[src/rtl/output_fgo_controller_pkg.sv]
// Shared state encoding and defaults for the output register / FGO controller.
package output_fgo_controller_pkg;

  localparam int DEFAULT_DATA_WIDTH = 8;

  // 2'd3 is never entered; the FSM recovers it to IDLE.
  typedef enum logic [1:0] {
    ST_IDLE      = 2'd0,
    ST_WAIT_SYNC = 2'd1,
    ST_SHOWING   = 2'd2
  } state_t;

endpackage

[src/rtl/output_fgo_controller_vsynch_edge_detect.sv]
// Registers vsynch once and flags its falling edge as a one-cycle pulse.
module vsynch_edge_detect (
  input  logic mhz25_clock,
  input  logic reset,
  input  logic vsynch,
  output logic vs_fall
);

  logic vs_q;

  always_ff @(posedge mhz25_clock) begin
    if (reset) vs_q <= 1'b1;
    else       vs_q <= vsynch;
  end

  assign vs_fall = vs_q & ~vsynch;

endmodule

[src/rtl/output_fgo_controller.sv]
// Output register plus FGO flag: accepts a character when ready, then holds it
// for a fixed number of whole VGA frames before signalling ready again.
module output_fgo_controller
  import output_fgo_controller_pkg::*;
#(
  parameter int DATA_WIDTH      = DEFAULT_DATA_WIDTH,
  parameter int DISPLAY_FRAMES  = 2,
  parameter int FRAME_CNT_WIDTH = 4
) (
  input  logic                  mhz25_clock,
  input  logic                  reset,
  input  logic [DATA_WIDTH-1:0] ac_data,
  input  logic                  out_load,
  input  logic                  vsynch,
  input  logic                  ien,
  input  logic                  clear_overrun,
  output logic [DATA_WIDTH-1:0] outr_outdata,
  output logic                  fgo,
  output logic                  output_irq,
  output logic                  overrun
);

  localparam logic [FRAME_CNT_WIDTH-1:0] LAST_FRAME = FRAME_CNT_WIDTH'(DISPLAY_FRAMES - 1);

  state_t                     state;
  logic [FRAME_CNT_WIDTH-1:0] frame_cnt;
  logic                       vs_fall;

  vsynch_edge_detect u_edge (
    .mhz25_clock (mhz25_clock),
    .reset       (reset),
    .vsynch      (vsynch),
    .vs_fall     (vs_fall)
  );

  always_ff @(posedge mhz25_clock) begin
    if (reset) begin
      outr_outdata <= '0;
      fgo          <= 1'b1;
      overrun      <= 1'b0;
      state        <= ST_IDLE;
      frame_cnt    <= '0;
    end else begin
      // A new overrun takes priority over a same-cycle clear.
      if (out_load && !fgo)   overrun <= 1'b1;
      else if (clear_overrun) overrun <= 1'b0;

      case (state)
        ST_IDLE: begin
          if (out_load) begin
            outr_outdata <= ac_data;
            fgo          <= 1'b0;
            state        <= ST_WAIT_SYNC;
          end
        end
        // The frame in progress at load time is partial and not counted.
        ST_WAIT_SYNC: begin
          if (vs_fall) begin
            frame_cnt <= '0;
            state     <= ST_SHOWING;
          end
        end
        ST_SHOWING: begin
          if (vs_fall) begin
            if (frame_cnt == LAST_FRAME) begin
              state     <= ST_IDLE;
              fgo       <= 1'b1;
              frame_cnt <= '0;
            end else begin
              frame_cnt <= frame_cnt + 1'b1;
            end
          end
        end
        default: begin
          state     <= ST_IDLE;
          fgo       <= 1'b1;
          frame_cnt <= '0;
        end
      endcase
    end
  end

  assign output_irq = fgo & ien;

endmodule

[config.mk]
export PLATFORM = sky130hd
export DESIGN_NAME = output_fgo_controller
export DESIGN_NICKNAME = d
export VERILOG_FILES = /design/src/rtl/output_fgo_controller_pkg.sv /design/src/rtl/output_fgo_controller_vsynch_edge_detect.sv /design/src/rtl/output_fgo_controller.sv
export SDC_FILE = /design/constraint.sdc
export NUM_CORES = 1
export LEC_CHECK = 0
export BUFFER_PORTS_ARGS = -buffer_cell sky130_fd_sc_hd__buf_2
export CAP_MARGIN = 20
export CORE_MARGIN = 2
export CORE_UTILIZATION = 50
export DETAILED_ROUTE_END_ITERATION = 12
export PLACE_DENSITY = 0.81
export SLEW_MARGIN = 20
export SYNTH_ARGS = -nofsm -noshare
export SYNTH_HDL_FRONTEND = slang
export SYNTH_SLANG_ARGS = --single-unit
[constraint.sdc]
create_clock -name mhz25_clock -period 2.67 [get_ports mhz25_clock]
set_input_delay 0.1335 -clock mhz25_clock [delete_from_list [all_inputs] [get_ports mhz25_clock]]
set_output_delay 0.1335 -clock mhz25_clock [all_outputs]
set_load 0.05 [all_outputs]
==> results.cfg <==
[outcome]
status = complete, no violations

[drt]
drt_iter0_drc = 9
vias_per_cell = 5.17
vias = 579
drc = 0
wl_mm = 1.25
drtAntennaViolNets = 0
wl_per_cell_um = 11.2
firstDrtPassIters = 6

[synth]
synth_compound_area_frac = 0.104
synth.distinct_cells = 24
synth_nets = 86
yosys-mux-area-fraction = 0.131
synth-seq-cells = 17
syn_area_per_cell_um2 = 9.99
yosysTopAreaCellShare = 0.487
synth-simple-area-share = 0.218
synth_xor_xnor_area_share = 0
yosysSeqAreaShare = 0.487
yosysTopAreaCell = dfxtp_1
synth_top_family_by_area = simple AND/OR/NAND/NOR gates
netlist_top_cells_area = dfxtp_1 49%, mux2i_1 11%, nor2_1 6.4%
synthCells = 70
synth_area_um2 = 699
yosys_warnings = 0
yosys.area_share.adder = 0.0501

[global_routing]
grt_usage = 0.161
grt_overflow_total = 0
grt_max_degree = 17
grt_pass1_wl_mm = 2.20
grt_pass1_vias = 543
antenna_found_initial = 0

[timing]
hold_viol_final = 0
maxSlewViolCount = 0
setup_viol = 0
skew_ns = 0.00187
slew_headroom = 0.788
rsz0062_at_grt = false
fin_crit_sh = 0.620
tns_ns = 0
fin_crit_ns = 1.66
fmax_mhz = 604
whs_ns = 0.0633
tightest_slew_ns = 0.310
setup_ws_ns = 1.01

[critical_path]
critPathTopFamily = simple AND/OR/NAND/NOR gates
r2r_end = frame_cnt[0]
start_kind = flip-flop
critical_path_buf_inv_count = 1
cpPeakStageDelay_ns = 0.54
cp.arrival_ns = 1.89
cp-end-kind = flip-flop
crit_required_ns = 2.90
critPathSlowestCell = or4b_1
critPathKind = flip-flop to flip-flop
r2r_start = frame_cnt[1]
cp_max_fo = 4
reg2reg_setup_slack_ns = 1.01
rr_worst_depth = 6
path_cells = inv_1 > ha_1 > nor3b_1 > or4b_1 > nor2_1 > mux2_2

[layout]
drive_gt1_frac = 0.320
multiInputGateArea_um2 = 352
fin_nets = 114
regArea_um2 = 340
fin_area_um2 = 862
antenna_cells = 0
num-fill-cells = 114
mostFrequentLayoutCell = buf_2
final_cell_mix = 24 x buf_2, 17 x dfxtp_1, 12 x nor2_1
area_growth_pct = 23.3

[clock_tree]
cts.sinks = 17
cts_resized = 0
numCtsBuffers = 3
tritoncts = built
clk_pin_slew_ns = 0.09
cts-root-buf = clkbuf_4
clk_latency_ns = 0.28
cts_setup_buffers = 0
cts_hold_buf = 0
htreeDepth = 1
cts_buffer_depth = 2

[pwr]
combPwrFrac = 0.216
cellPowerDensity_nw_per_um2 = 607
switching_share = 0.309
p_int_uw = 361
irDropWorstVdd_mv = 0.375
pwr-share-clk = 0.251
p_leak_nw = 0.406
p_sw_uw = 162
pwr-share-seq = 0.533

[place]
gp_congestion = 0.807
place_area_um2 = 835
dp_hpwl_um = 950
place_ws_ns = 1.05
portBuffers = 24

[floorplanning]
boundaryPins = 25
die_y_um = 41.4
initial_core_util = 0.538
rows = 13
core_um2 = 1300
die_area_um2 = 1710
die_x_um = 41.4

[worst_hold_path]
hold_end = u_edge.vs_q
hold_start = vsynch
min_path_cells = 2
hold_path_class = input pin to flip-flop

[flow_run]
drv_cap = 0
[metal layers]
metal  wire, um  GRT usage  up-vias
li1           -          -      299
met1        587      0.189      261
met2        584      0.269       17
met3         69     0.0435        2
met4         12     0.0774        0
met5          0          0        -
[cell usage after synthesis]
cell type,n
nor3b_1,2
mux2i_1,8
o21bai_1,1
o22ai_1,1
or4b_1,1
nand2b_1,4
nor2_1,12
inv_1,1
clkbuf_1,1
ha_1,2
and2_1,1
a21o_1,1
dfxtp_1,17
a22o_1,1
or2_2,1
mux2_2,1
nor2b_1,3
a21oi_1,5
nor3_1,2
o2bb2ai_1,1
nor2_4,1
maj3_1,1
a2111oi_0,1
nand3_1,1
[layout make-up]
type                       count  share of cell area
multi-input combinational     51               0.408
clock buffer                   3              0.0261
tap                           15              0.0218
sequential                    17               0.395
inverter                       1             0.00435
timing repair buffer          24               0.139
clock inverter                 1             0.00581
[power groups by stage]
stage          combinational [mW]  sequential, mW  clock [mW]
2_1_floorplan              0.0454           0.323           0
3_3_place_gp                0.112           0.284           0
3_5_place_dp                0.113           0.285           0
4_1_cts                     0.114           0.279       0.136
5_1_grt                     0.121           0.281       0.147
6_report                    0.113           0.279       0.131
[state kept, by name, indices dropped and copies added (netlist names)]
register,cells
outr_outdata,8
frame_cnt,4
state,2
fgo,1
overrun,1
u_edge.vs_q,1
[through the flow]
step	power, mW	instances	utilization
finish	0.523	112	0.663
global route	0.549	112	0.663
CTS	0.528	112	0.663
detailed placement	0.398	108	0.641
global placement	0.396	108	0.641
floorplan	0.368	70	-
[cells by family after synthesis]
logic type      Yosys count
fa+ha+maj                 3
compound gates           11
simple gates             28
mux                       9
flops                    17
buf+inv                   2
[worst max path at each step]
stage                             from           end  slack [ns]  depth (start not counted)
after floorplan           frame_cnt[1]  frame_cnt[0]        1.14                          6
after global placement    frame_cnt[1]  frame_cnt[0]        1.11                          6
after detailed placement  frame_cnt[1]  frame_cnt[0]        1.05                          6
after CTS                 frame_cnt[1]  frame_cnt[0]        1.02                          6
after global routing      frame_cnt[1]  frame_cnt[0]        0.89                          6
final                     frame_cnt[1]  frame_cnt[0]        1.01                          6
Note: power is estimated with default switching activity, not from simulation.
